## src/rtl/bus_arbiter2x32.sv

```systemverilog
// Two-source arbiter feeding buffer_mux2x32: one holding register per source,
// round-robin or A-priority tie break, valid/ready handshake toward the consumer.
module bus_arbiter2x32 #(
  parameter int unsigned PRIORITY_A = 0
) (
  input  logic        CLK,
  input  logic        N_RST,
  input  logic [31:0] A_IN,
  input  logic        A_VALID,
  output logic        A_READY,
  input  logic [31:0] B_IN,
  input  logic        B_VALID,
  output logic        B_READY,
  output logic [31:0] A,
  output logic [31:0] B,
  output logic        SEL_A,
  output logic        N_SEL_A,
  output logic        DST_VALID,
  input  logic        DST_READY
);

  typedef enum logic [1:0] {
    IDLE    = 2'd0,
    GRANT_A = 2'd1,
    GRANT_B = 2'd2
  } state_t;

  state_t      state, state_nx;
  logic        full_a, full_b;
  logic        full_a_nx, full_b_nx;
  logic [31:0] a_q, b_q;
  logic        sel_a_q, sel_a_nx;
  logic        last_a, last_a_nx;   // 1: A was granted most recently
  logic        cap_a, cap_b;

  // Ready comes only from the registered full flags, never from inputs.
  assign A_READY   = !full_a;
  assign B_READY   = !full_b;
  assign cap_a     = A_VALID && !full_a;
  assign cap_b     = B_VALID && !full_b;

  assign A         = a_q;
  assign B         = b_q;
  assign SEL_A     = sel_a_q;
  assign N_SEL_A   = ~sel_a_q;
  assign DST_VALID = (state != IDLE);

  always_comb begin
    state_nx  = state;
    last_a_nx = last_a;
    full_a_nx = full_a | cap_a;
    full_b_nx = full_b | cap_b;
    sel_a_nx  = sel_a_q;

    unique case (state)
      IDLE: begin
        if (full_a && full_b) begin
          state_nx = ((PRIORITY_A != 0) || !last_a) ? GRANT_A : GRANT_B;
        end else if (full_a) begin
          state_nx = GRANT_A;
        end else if (full_b) begin
          state_nx = GRANT_B;
        end
      end
      // Hand-over looks at the other flag before this edge's capture, so a word
      // arriving together with the accept waits one cycle in IDLE.
      GRANT_A: begin
        if (DST_READY) begin
          full_a_nx = 1'b0;
          last_a_nx = 1'b1;
          state_nx  = full_b ? GRANT_B : IDLE;
        end
      end
      GRANT_B: begin
        if (DST_READY) begin
          full_b_nx = 1'b0;
          last_a_nx = 1'b0;
          state_nx  = full_a ? GRANT_A : IDLE;
        end
      end
      default: state_nx = IDLE;
    endcase

    if (state_nx == GRANT_A) begin
      sel_a_nx = 1'b1;
    end else if (state_nx == GRANT_B) begin
      sel_a_nx = 1'b0;
    end
  end

  always_ff @(posedge CLK or negedge N_RST) begin
    if (!N_RST) begin
      state   <= IDLE;
      full_a  <= 1'b0;
      full_b  <= 1'b0;
      last_a  <= 1'b0;
      sel_a_q <= 1'b1;
    end else begin
      state   <= state_nx;
      full_a  <= full_a_nx;
      full_b  <= full_b_nx;
      last_a  <= last_a_nx;
      sel_a_q <= sel_a_nx;
    end
  end

  always_ff @(posedge CLK or negedge N_RST) begin
    if (!N_RST) begin
      a_q <= '0;
      b_q <= '0;
    end else begin
      if (cap_a) a_q <= A_IN;
      if (cap_b) b_q <= B_IN;
    end
  end

  a_sel_pair: assert property (@(posedge CLK) SEL_A ^ N_SEL_A);

  a_valid_full: assert property (@(posedge CLK) disable iff (!N_RST)
    DST_VALID |-> ((state == GRANT_A) ? full_a : full_b));

  a_stable_a: assert property (@(posedge CLK) disable iff (!N_RST)
    (state == GRANT_A && !DST_READY) |=> $stable(a_q));

  a_stable_b: assert property (@(posedge CLK) disable iff (!N_RST)
    (state == GRANT_B && !DST_READY) |=> $stable(b_q));

  a_no_ready_in_grant: assert property (@(posedge CLK) disable iff (!N_RST)
    !(state == GRANT_A && A_READY));

endmodule

```

## config.mk

```make
export PLATFORM = sky130hd
export DESIGN_NAME = bus_arbiter2x32
export DESIGN_NICKNAME = d
export VERILOG_FILES = /design/src/rtl/bus_arbiter2x32.sv
export SDC_FILE = /design/constraint.sdc
export NUM_CORES = 1
export LEC_CHECK = 0
export CORE_ASPECT_RATIO = 1.2
export CORE_MARGIN = 5
export CORE_UTILIZATION = 35
export CTS_CLUSTER_SIZE = 28
export DETAILED_ROUTE_END_ITERATION = 7
export GPL_TIMING_DRIVEN = 0
export PLACE_DENSITY_LB_ADDON = 0.15
export SYNTH_ARGS = -nofsm -noshare
export SYNTH_HDL_FRONTEND = slang
export SYNTH_SLANG_ARGS = --single-unit
```

## constraint.sdc

```tcl
create_clock -name CLK -period 3.4 [get_ports CLK]
set_input_delay 0.85 -clock CLK [delete_from_list [all_inputs] [get_ports CLK]]
set_output_delay 0.85 -clock CLK [all_outputs]
set_load 0.03 [all_outputs]
```

; ---- Yosys cells after proc, flatten, opt, wreduce, memory -nomap -nowiden
; Cells that the tools add are included.
[word_totals]
reg_bits = 70
inputBits = 69
out_inout_bits = 69
[classes]
reduce_logical = 10
n_bitwise = 3
eq_ne = 6
n_mux = 18
[ops]
columns = cell, count
row1 = two-way mux 2 bit, 7
row2 = two-way mux 1 bit, 9
row3 = one-hot mux 2 bit (3 select lines), 1
row4 = nonzero test 2 bit, 3
row5 = "equality test 2 x 1 -> 1 bit, second input constant", 2
row6 = "equality test 2 bit, second input constant", 2
row7 = "inequality test 2 bit, second input constant", 2
row8 = logical AND 1 bit, 3
row9 = AND reduction 3 bit, 1
row10 = logical NOT 1 bit, 2
row11 = logical NOT 2 bit, 1
row12 = OR 1 bit, 2
row13 = one-hot mux 1 bit (2 select lines), 1
row14 = inverter 1 bit, 1

; ---- Depth between registers and ports, before layout
[logic_depth]
depth_word = 7
mapped_depth = 7

; ---- Least setup slack after synthesis
; Ideal clock, no wire load.
[synth_timing]
path_type = input to register
startpoint = in DST_READY
endpoint = reg sel_a_q (netlist: SEL_A)
path_buffers = 0
arrival_ns = 1.826
setup_time_ns = 0.082
required_ns = 3.318
cell_stages = 5
setup_slack_ns = 1.492
cell_sequence = nor2b_1 -> nand3_1 -> o211a_1 -> ha_1 -> mux2_2
[synth_between]
elab_chain_cells = 4
[synth_rtl]
columns = element, line_no
row1 = from (decl), 19  ; input logic DST_READY
row2 = "two-way mux 2 bit, on equally long branches", "75, 68"
row3 = one-hot mux 2 bit (3 select lines) (*), 55  ; unique case (state)
row4 = equality test 2 x 1 -> 1 bit or equality test 2 bit (tied branches), "84, 86"
row5 = two-way mux 1 bit or nonzero test 2 bit (tied branches), -
row6 = to (signal assigned), 103  ; sel_a_q <= sel_a_nx;
row7 = to (decl), 32  ; logic sel_a_q, sel_a_nx;
; Mark *: on every way between the ends. The rest lies on a longest branch, timed or not.
; A chain may end at the register's enable or synchronous reset.

; ---- Final worst setup path
[layout_timing]
startpoint = reg state[0]
endpoint = out DST_VALID
[layout_between]
elab_chain_cells = 1
[layout_rtl]
columns = element, line_no
row1 = from (decl), 28  ; state_t state, state_nx;
row2 = from (signal assigned), 99  ; state <= state_nx;
row3 = nonzero test 2 bit, 46  ; assign DST_VALID = (state != IDLE);
row4 = to (decl), 18  ; output logic DST_VALID,
; No other way between the ends.

==> flow_metrics.env <==
export IMPL_status="finished, final reports clean"
export IMPL_seqPwrFrac=0.308
export IMPL_hold_path_class="in2async"
export IMPL_finalCriticalPeriod_ns=2.53
export IMPL_gp_congestion=0.751
export IMPL_final_cells=419
export IMPL_hold_viol_final=0
export IMPL_num_vias=1898
export IMPL_clk_path_buf_depth=2
export IMPL_path_cells="buf_2, nor2_1, inv_1, clkdlybuf4s50_1"
export IMPL_worstMarginPinSlew_ns=0.346
export IMPL_avgSynthCellArea_um2=16.9
export IMPL_grt_ovfl_total=0
export IMPL_holdBufCountCts=0
export IMPL_post_cts_buffers=0
export IMPL_viasPerCell=4.53
export IMPL_grt_use_met3=0.0428
export IMPL_antenna_cells=0
export IMPL_path_max_fanout=9
export IMPL_synth_top_cell_area_share=0.603
export IMPL_syn_nets=240
export IMPL_max_vdd_ir_drop_v=0.000523
export IMPL_skew_ns=0.0136
export IMPL_final_cell_mix="clkdlybuf4s50_1, dfrtp_1, mux2_2"
export IMPL_final_common_cell="clkdlybuf4s50_1"
export IMPL_top_usage_layer="met2"
export IMPL_worst_ep_required_time_ns=2.55
export IMPL_start_util=0.355
export IMPL_synth_seq_cells=70
export IMPL_drive_above_1_share=0.290
export IMPL_drc_errors=0
export IMPL_clk_pin_slew_ns=0.08
export IMPL_critPathTopFamily="buffers and inverters"
export IMPL_cts_tree="done"
export IMPL_synth_distinct_cells=19
export IMPL_r2r_start="state[0]"
export IMPL_die_h_um=109
export IMPL_max_stage_delay_ns=0.59
export IMPL_p_leak_nw=1.95
export IMPL_cp_depth=4
export IMPL_relSlewSlack=0.769
export IMPL_end_kind="output port"
export IMPL_grt_pass1_wl_um=10700
export IMPL_p_clk_frac=0.138
export IMPL_grt_pass1_vias=2066
export IMPL_r2r_end="SEL_A"
export IMPL_cts_root_buf="clkbuf_8"
export IMPL_cts_sinks=70
export IMPL_fill_cells=689
export IMPL_critical_path_class="reg2out"
export IMPL_synth_cells=170
export IMPL_cts_resized=0
export IMPL_ys_warn_count=0
export IMPL_regToRegSetupSlack_ns=1.72
export IMPL_nets=389
export IMPL_met1_usage=0.169
export IMPL_setup_viol=0
export IMPL_drv_slew=0
export IMPL_core_area_mm2=0.00806
export IMPL_detail_route_wl_per_cell_um=16.1
export IMPL_internal_power_mw=2.95
export IMPL_syn_area_mm2=0.00287
export IMPL_max_freq_ghz=0.395
export IMPL_period_share=0.744
export IMPL_htree_levels=3
export IMPL_ys_seq_area_frac=0.612
export IMPL_drv_cap=0
export IMPL_antenna_left=0
export IMPL_drt_iter0_markers=39
export IMPL_crit_buf_inv=3
export IMPL_startpoint_type="flop"
export IMPL_grt_setup_unrepaired="false"
export IMPL_power_switching_mw=1.89
export IMPL_p_total_mw=4.83
export IMPL_wl_um=6750
export IMPL_cts_buffers=9
export IMPL_antenna_found_initial=0
export IMPL_comb_power_share=0.554
export IMPL_portBuffers=137
export IMPL_crit_arrival_ns=1.68
export IMPL_syn_to_final_growth_pct=59.7
export IMPL_dieArea_mm2=0.0101
export IMPL_p_sw_frac=0.390
export IMPL_clk_latency_ns=0.34
export IMPL_die_w_um=92.6
export IMPL_slowest_stage="clkdlybuf4s50_1"
export IMPL_dp_cells=403
export IMPL_power_density_mw_per_mm2=1060
export IMPL_use_met2=0.224
export IMPL_grt_max_degree=68
export IMPL_firstDrtPassIters=4
export IMPL_synth_area_leaders="dfrtp_1, mux2_4, mux2_2"
export IMPL_yosys_area_top_type="dfrtp_1"
export IMPL_rows=36
export IMPL_grt_usage=0.138
export IMPL_num_io_pins=138
export IMPL_hpwl_um=5000
export IMPL_reg2reg_depth=7
sequential cells by signal (all words and copies together), names as in the netlist:
register  flops
state         2
full_b        1
A            32
last_a        1
B            32
full_a        1
SEL_A         1
layer usage:
metal  up-vias  wire (um)
met2        74       3390
met1       930       2710
met4         0        102
li1        885          -
met3         9        556
met5         -          0
cell usage after synthesis:
cell type and count:
mux2_2 33, o22a_1 1, inv_1 4, mux2_4 32, buf_12 3, nand2b_1 1, dfstp_2 1, nor2_1 6
dfrtp_1 69, nand2_1 3, nand3_1 1, buf_2 2, a21oi_1 2, nor2b_2 1, o211a_1 1, buf_6 4
o211ai_1 3, nor2b_1 2, ha_1 1
area by class of cell:
cell class / count / area, um2 / area share
Clock buffer: 9 / 124 / 0.0271
Sequential cell: 70 / 1750 / 0.383
Buffer: 9 / 115 / 0.0252
Timing Repair Buffer: 138 / 1400 / 0.305
Inverter: 4 / 15.0 / 0.00328
Clock inverter: 7 / 72.6 / 0.0159
Multi-Input combinational cell: 87 / 982 / 0.215
Tap cell: 95 / 119 / 0.0260
power groups by stage:
stage / clock (mW) / sequential (mW) / combinational [mW]
after floorplan: 0 / 2.29 / 0.820
after global placement: 0 / 1.49 / 2.68
after detailed placement: 0 / 1.50 / 2.71
after CTS: 0.689 / 1.50 / 2.72
after global routing: 0.723 / 1.56 / 2.81
final: 0.665 / 1.49 / 2.68
logic make-up (layout without fill, tap and decap cells):
kind of cell	count (synthesis)	after routing	synth area share
compound gates	7	7	0.0179
fa+ha+maj	1	1	0.00437
buf+inv	13	167	0.0454
flops	70	70	0.612
mux	65	65	0.297
simple gates	14	14	0.0231
per-stage QoR:
step | worst slack (ns) | hold WS, ns | instance area [um2] | util | TNS (ns)
6_report | 0.871 | 0.297 | 4580 | 0.568 | 0
5_1_grt | 0.773 | 0.274 | 4580 | 0.568 | 0
4_1_cts | 0.850 | 0.280 | 4580 | 0.568 | 0
3_5_place_dp | 0.846 | 0.491 | 4380 | 0.543 | 0
3_3_place_gp | -1.01 | 0.488 | 4360 | 0.540 | -69.53
2_1_floorplan | 1.49 | 0.527 | 2870 | - | 0
worst max-delay path by stage:
stage	from	to	slack, ns
5_1_grt	state[0]	DST_VALID	0.77
2_1_floorplan	DST_READY	SEL_A	1.49
4_1_cts	state[0]	DST_VALID	0.85
6_report	state[0]	DST_VALID	0.87
3_5_place_dp	DST_READY	SEL_A	0.85
3_3_place_gp	N_RST	B[9]	-1.01
Power figures use the tool's default switching activity.
